**config.mk**
```make
export PLATFORM = sky130hd
export DESIGN_NAME = iz_param_sequencer
export DESIGN_NICKNAME = d
export VERILOG_FILES = /design/src/rtl/iz_param_sequencer.sv
export SDC_FILE = /design/constraint.sdc
export NUM_CORES = 1
export LEC_CHECK = 0
export ABC_AREA = 0
export BUFFER_PORTS_ARGS = -buffer_cell sky130_fd_sc_hd__buf_2
export CORE_MARGIN = 2
export CORE_UTILIZATION = 50
export DETAILED_ROUTE_END_ITERATION = 8
export PLACE_DENSITY = 0.73
export SYNTH_ARGS = -nofsm -noshare
export SYNTH_HDL_FRONTEND = slang
export SYNTH_SLANG_ARGS = --single-unit
```
**constraint.sdc**
```tcl
create_clock -name clk -period 3.8 [get_ports clk]
set_clock_uncertainty 0.05 [all_clocks]
set_input_delay 0.76 -clock clk [delete_from_list [all_inputs] [get_ports clk]]
set_output_delay 0.76 -clock clk [all_outputs]
set_load 0.03 [all_outputs]
```
**src/rtl/iz_param_sequencer.sv**
```systemverilog
// Purpose : serialises one Izhikevich parameter set {a,b,c,d} (Q8.8, 64 bits MSB-first) into a serial loader, then waits for its ready.
// Latency : done is asserted 67 cycles after the start-sampling edge when hold stays low and the loader's ready returns immediately.
// Backpressure: hold freezes the stream with ser_load low; WAIT_RDY gives up after TIMEOUT_CYCLES and sets the sticky err.
//
// Ports:
//   clk, rst_n                 clock, asynchronous active-low reset
//   start                      request to program one set (accepted only in IDLE with hold low)
//   cfg_a..cfg_d [15:0]        parameters captured on an accepted start
//   hold                       stall request for ARM/SHIFT
//   params_ready               ready flag from the downstream loader
//   ser_data, ser_load         serial data and load strobe to the loader
//   busy, done, err            status: not-idle, one-cycle success pulse, sticky error
module iz_param_sequencer #(
    parameter int TIMEOUT_CYCLES = 16
) (
    input  logic        clk,
    input  logic        rst_n,
    input  logic        start,
    input  logic [15:0] cfg_a,
    input  logic [15:0] cfg_b,
    input  logic [15:0] cfg_c,
    input  logic [15:0] cfg_d,
    input  logic        hold,
    input  logic        params_ready,
    output logic        ser_data,
    output logic        ser_load,
    output logic        busy,
    output logic        done,
    output logic        err
);

    typedef enum logic [2:0] {
        IDLE     = 3'd0,
        ARM      = 3'd1,
        SHIFT    = 3'd2,
        WAIT_RDY = 3'd3,
        DONE     = 3'd4
    } state_t;

    localparam logic [7:0] TMO_MAX = 8'(TIMEOUT_CYCLES);

    state_t      state, state_n;
    logic [63:0] sr, sr_n;
    logic [5:0]  bit_cnt, bit_cnt_n;   // index of the bit currently on ser_data
    logic [7:0]  tmo_cnt, tmo_cnt_n;
    logic        drop, drop_n;         // loader pulled ready low, i.e. it took the arm
    logic        ser_data_n, ser_load_n, busy_n, done_n, err_n;

    always_ff @(posedge clk or negedge rst_n) begin
        if (!rst_n) begin
            state    <= IDLE;
            sr       <= 64'd0;
            bit_cnt  <= 6'd0;
            tmo_cnt  <= 8'd0;
            drop     <= 1'b0;
            ser_data <= 1'b0;
            ser_load <= 1'b0;
            busy     <= 1'b0;
            done     <= 1'b0;
            err      <= 1'b0;
        end else begin
            state    <= state_n;
            sr       <= sr_n;
            bit_cnt  <= bit_cnt_n;
            tmo_cnt  <= tmo_cnt_n;
            drop     <= drop_n;
            ser_data <= ser_data_n;
            ser_load <= ser_load_n;
            busy     <= busy_n;
            done     <= done_n;
            err      <= err_n;
        end
    end

    // Outputs are computed for the state being entered and registered with it,
    // so each state's outputs appear in the same cycle the state is held.
    always_comb begin
        state_n    = state;
        sr_n       = sr;
        bit_cnt_n  = bit_cnt;
        tmo_cnt_n  = tmo_cnt;
        drop_n     = drop;
        ser_data_n = 1'b0;
        ser_load_n = 1'b0;
        done_n     = 1'b0;
        err_n      = err;

        case (state)
            IDLE: begin
                if (start && !hold) begin
                    sr_n       = {cfg_a, cfg_b, cfg_c, cfg_d};
                    err_n      = 1'b0;
                    bit_cnt_n  = 6'd0;
                    drop_n     = 1'b0;
                    state_n    = ARM;
                    ser_load_n = 1'b1;     // arm cycle: load high, data low
                end
            end
            ARM: begin
                // The arm cycle has already been presented; a hold here only
                // delays the first data bit.
                if (!hold) begin
                    state_n    = SHIFT;
                    ser_data_n = sr[63];
                    ser_load_n = 1'b1;
                    sr_n       = {sr[62:0], 1'b0};
                    bit_cnt_n  = 6'd0;
                end
            end
            SHIFT: begin
                if (!params_ready) begin
                    drop_n = 1'b1;
                end
                if (hold) begin
                    // The bit on ser_data was already consumed; keep it
                    // visible with load low and resume at the next bit.
                    ser_data_n = ser_data;
                end else if (bit_cnt == 6'd63) begin
                    state_n   = WAIT_RDY;
                    tmo_cnt_n = 8'd0;
                end else begin
                    ser_data_n = sr[63];
                    ser_load_n = 1'b1;
                    sr_n       = {sr[62:0], 1'b0};
                    bit_cnt_n  = bit_cnt + 6'd1;
                end
            end
            WAIT_RDY: begin
                if (params_ready) begin
                    if (drop) begin
                        state_n = DONE;
                        done_n  = 1'b1;
                    end else begin
                        // Ready never dropped: it is stale from an earlier load.
                        err_n   = 1'b1;
                        state_n = IDLE;
                    end
                end else if (tmo_cnt == TMO_MAX - 8'd1) begin
                    err_n   = 1'b1;
                    state_n = IDLE;
                end else if (tmo_cnt < TMO_MAX) begin
                    tmo_cnt_n = tmo_cnt + 8'd1;
                end
            end
            DONE: begin
                state_n = IDLE;
            end
            default: begin
                state_n = IDLE;
            end
        endcase

        busy_n = (state_n != IDLE);
    end

endmodule

```
# After elaboration in Yosys (flattened, before gate mapping)
# Cells that the tools add are included.
# W data, S select, Z words.
[totals]
register_bits = 87
out_inout_bits = 5
[classes]
n_addsub = 2
n_lt_le_gt_ge = 1
n_eq_ne = 16
muxes = 43
n_reduce_logical = 12
[ops]
columns = ["cell", "n"]
rows = [
  ["$mux W64", 4],
  ["$pmux W64 S3", 1],
  ["$mux W8", 5],
  ["$mux W6", 4],
  ["$mux W3", 7],
  ["$ne A2 B2 Y1 const B", 9],
  ["$pmux W6 S3", 1],
  ["$pmux W8 S2", 1],
  ["$mux W1", 15],
  ["$pmux W3 S4", 1],
  ["$add A8 B1 Y8 const B", 1],
  ["$eq A8 B4 Y1 const B", 1],
  ["$lt A8 B5 Y1 const B", 1],
  ["$add A6 B1 Y6 const B", 1],
  ["$eq A3 B2 Y1 const B", 2],
  ["$eq A6 B6 Y1 const B", 1],
  ["$ne A3 B3 Y1 const B", 2],
  ["$pmux W1 S2", 3],
  ["$reduce_and A6 Y1", 1],
  ["$reduce_bool A2 Y1", 3],
  ["$reduce_bool A3 Y1", 2],
  ["$reduce_and A5 Y1", 1],
  ["$reduce_and A4 Y1", 1],
  ["$eq A3 B1 Y1 const B", 1],
  ["5 further kinds", 5],
]

# Longest topological paths before layout
[logic_depth]
depth_word = 5
depth_mapped = 7
mapped_depth_nobuf = 5

# Least setup slack after synthesis
# OpenSTA, ideal clock, no wires.
[synth_path]
kind = "input-to-reg"
start = "input hold"
end = "register tmo_cnt[0]"
arrival_ns = 1.859
t_required_ns = 3.625
path_slack_ns = 1.766
stages = 4
path_buffers = 0
cell_sequence = "nor4b_4 -> nor3b_4 -> a31o_2 -> mux2_2"
[synth_between]
elab_chain_cells = 2
[synth_lines]
columns = ["element", "line", "text"]
rows = [
  ["start: declaration", "23", "input logic hold,"],
  ["$ne A2 B2 Y1 (no line)", "-", ""],
  ["$reduce_and A6 Y1 (no line)", "-", ""],
  ["end signal: assignment", "65", "tmo_cnt <= tmo_cnt_n;"],
  ["end: declaration", "45", "logic [7:0] tmo_cnt, tmo_cnt_n;"],
]
# No other way between the ends.
# A chain may end at the register's enable or synchronous reset.

# Worst setup path after layout
[layout_path]
start = "register bit_cnt[0]"
end = "register sr[47]"
[layout_between]
elab_chain_cells = 3
[layout_lines]
columns = ["element", "line", "text"]
rows = [
  ["start: declaration", "44", "logic [5:0] bit_cnt, bit_cnt_n;"],
  ["start signal: assignment", "64", "bit_cnt <= bit_cnt_n;"],
  ["$eq A6 B6 Y1", "118", "end else if (bit_cnt == 6'd63) begin"],
  ["$ne A2 B2 Y1 (no line)", "-", ""],
  ["$reduce_and A5 Y1 (no line)", "-", ""],
  ["end signal: assignment", "63", "sr <= sr_n;"],
  ["end: declaration", "43", "logic [63:0] sr, sr_n;"],
]
# No other way between the ends.

==> impl_metrics.ini <==
[route]
dr.pass1.iters = 4
routed_wire_length_per_instance_um = 14.9
ant_nets = 0
viasPerCell = 5.59
drt_iter0_drc = 195
totalWireLength_um = 8280
drc = 0
vias = 3107

[clock_network]
clk_pin_slew_ps = 90
root_buffer = clkbuf_8
post-cts-setup-buffers = 0
cts_buffers = 9
cts_tree = yes
clkLatencyLatePin_ps = 360
cts.htree.levels = 3
postCtsResizedCells = 0
cts_sinks = 87
postCtsHoldBufs = 0
cts_buffer_depth = 2

[timing]
fmax_mhz = 400
setup_violations = 0
period_needed_ps = 2500
hold_viol_final = 0
rsz0062_at_grt = no
fin_crit_sh_pct = 65.8
finalMaxSlewViolations = 0
tightest_slew_ps = 1190
setup_tns_ps = 0
slew_headroom_pct = 20.4
fin_ws_ps = 1300

[global_routing]
grt_max_degree = 88
met2_usage_pct = 30.8
gr-max-usage-layer = met2
met1_usage_pct = 26.0
grt_pass1_wl_um = 13800
antenna_found_initial = 0
gr-usage-all-layers_pct = 19.4
grt_pass1_vias = 2997
grt-ovfl-total = 0
globalRouteMet3Util_pct = 4.51

[synth]
yosysTopAreaCell = dfrtp_1
ys.flop_type = dfrtp_1
netlist_area_sq_um = 4170
synthArstFlopShare_pct = 100
ys_top_cells_by_area = dfrtp_1, mux2i_1, nand3_1
syn_inst = 388
yosysSeqAreaShare_pct = 52.2
synth_cell_types = 41
synth_edf_count = 0
yosysMostFrequentCell = dfrtp_1
synth_seq_cells = 87
synth_common_cells = dfrtp_1, nand3_1, mux2i_1
avgSynthCellArea_sq_um = 10.7
synth_top_area_share_pct = 52.2
synthesis.nets = 459
yosys_warnings = 0

[floorplanning]
dieWidth_um = 95.3
num_rows = 33
io_pins = 74
die_h_um = 95.3
core_area_sq_um = 8130
die-area_sq_um = 9080
start_util_pct = 51.3

[place]
dp_cells = 539
dp.final_hpwl_um = 5100
place_congestion = 0.726
portBuffers = 73
post-place-ws_ps = 1180

[layout]
final_nets = 516
instances_no_fill = 556
syn_to_final_growth_pct = 13.9
drive_gt1_share_pct = 22.4
fillers = 721

[critical_path]
critPathMaxFanout = 66
cp-start-kind = register
slowest_stage = and2_2
worstPathRequired_ps = 3930
critPathCaptureType = register
cp_data_arrival_time_ps = 2630
critPathKind = register to register
slowest_delay_ps = 940
worstPathCellList = ha_1 > nand3_1 > o21ai_4 > and2_2 > o21ai_0

[power_and_ir_drop]
p_leak_nw = 2.49
power_w = 0.00316
powerDensity_nw_per_um2 = 666
peakVddDrop_uv = 388

[worst_hold_path]
hold_path_class = register to register

[run]
max_cap_viol_count = 0

[status]
outcome = complete, no violations
==> final cells by class <==
cell class | count | area, sq um | share of cell area, %
Antenna cell | 1 | 2.50 | 0.0527
Tap cell | 105 | 131 | 2.77
Sequential cell | 87 | 2180 | 45.9
Multi-Input combinational cell | 265 | 1810 | 38.1
Timing Repair Buffer | 76 | 403 | 8.49
Inverter | 6 | 22.5 | 0.474
Clock buffer | 13 | 179 | 3.77
Clock inverter | 3 | 23.8 | 0.501
==> layer usage <==
metal / wire [um] / part of all wire (%)
met4: 100 / 1.2
met5: 0 / 0
met2: 4080 / 49
met1: 3710 / 45
met3: 394 / 4.8
==> report_power, final <==
part	internal [W]	switching, W
Combinational	0.000505	0.000633
Clock	0.000312	0.000328
Sequential	0.00121	0.000171
Total	0.00203	0.00113
==> flip-flops by register name (all words and copies together) (netlist names) <==
| signal | flops |
|---|---|
| ser_load | 1 |
| sr | 64 |
| tmo_cnt | 8 |
| bit_cnt | 6 |
| done | 1 |
| drop | 1 |
| busy | 1 |
| ser_data | 1 |
| state | 3 |
| err | 1 |
==> cells in the final DEF (no fill, tap or decap), drive strengths merged <==
| master | count |
|---|---|
| clkbuf | 13 |
| xnor2 | 2 |
| nand3b | 2 |
| a22o | 1 |
| diode | 1 |
| nor4bb | 1 |
| nor3b | 1 |
| nand2b | 4 |
| o31ai | 2 |
| inv | 7 |
| and2b | 1 |
| nand4 | 3 |
| a31o | 1 |
| ha | 2 |
| and4bb | 1 |
| nor4 | 1 |
| a21oi | 1 |
| and2 | 3 |
| nor2b | 4 |
| a32o | 1 |
| dfrtp | 87 |
| a21boi | 1 |
| o21ai | 70 |
| nor3 | 2 |
| mux2 | 1 |
| nand2 | 8 |
| mux2i | 65 |
| and3 | 3 |
| xor2 | 2 |
| nor4b | 1 |
| o211ai | 2 |
| nor2 | 8 |
| buf | 76 |
| o21a | 1 |
| clkinvlp | 2 |
| or4 | 1 |
| nand3 | 69 |
==> final timing paths <==
kind / from / to / slack (ps) / depth (start not counted)
min reg2reg: drop / drop / 440 / 2
max reg2reg: bit_cnt[0] / sr[47] / 1300 / 5
max in group asynchronous: rst_n / ser_load / 2440 / 1
max: bit_cnt[0] / sr[47] / 1300 / 5
min: drop / drop / 440 / 2
min in group asynchronous: rst_n / sr[56] / 520 / 1
==> metrics by stage <==
stage	hold slack, ps	cell area [sq um]	utilization [%]
finish	441	4750	58.4
global route	460	4740	58.3
CTS	447	4740	58.3
detailed placement	426	4540	55.8
global placement	420	4540	55.8
floorplan	398	4170	-
==> cells by family (layout without fill, tap and decap cells) <==
kind of cell | after synthesis | after routing | share of synthesized area (%)
other | 0 | 1 | 0
buffers and inverters | 36 | 98 | 5.16
flip-flops | 87 | 87 | 52.2
adder cells (fa/ha/maj) | 2 | 2 | 0.600
multiplexers | 66 | 66 | 15.9
AO/OA/AOI/OAI | 80 | 80 | 10.4
XOR/XNOR | 4 | 4 | 0.840
AND/OR/NAND/NOR | 113 | 113 | 14.9
==> worst max-delay path, delay by kind of cell, from the launching register on <==
kind / cells / cell delay (ps)
AOI/OAI and AO/OA: 2 / 450
and+or+nand+nor: 2 / 1190
DFF: 1 / 400
adders and majority gates: 1 / 190
No activity file was read; power rests on OpenSTA's default activity.
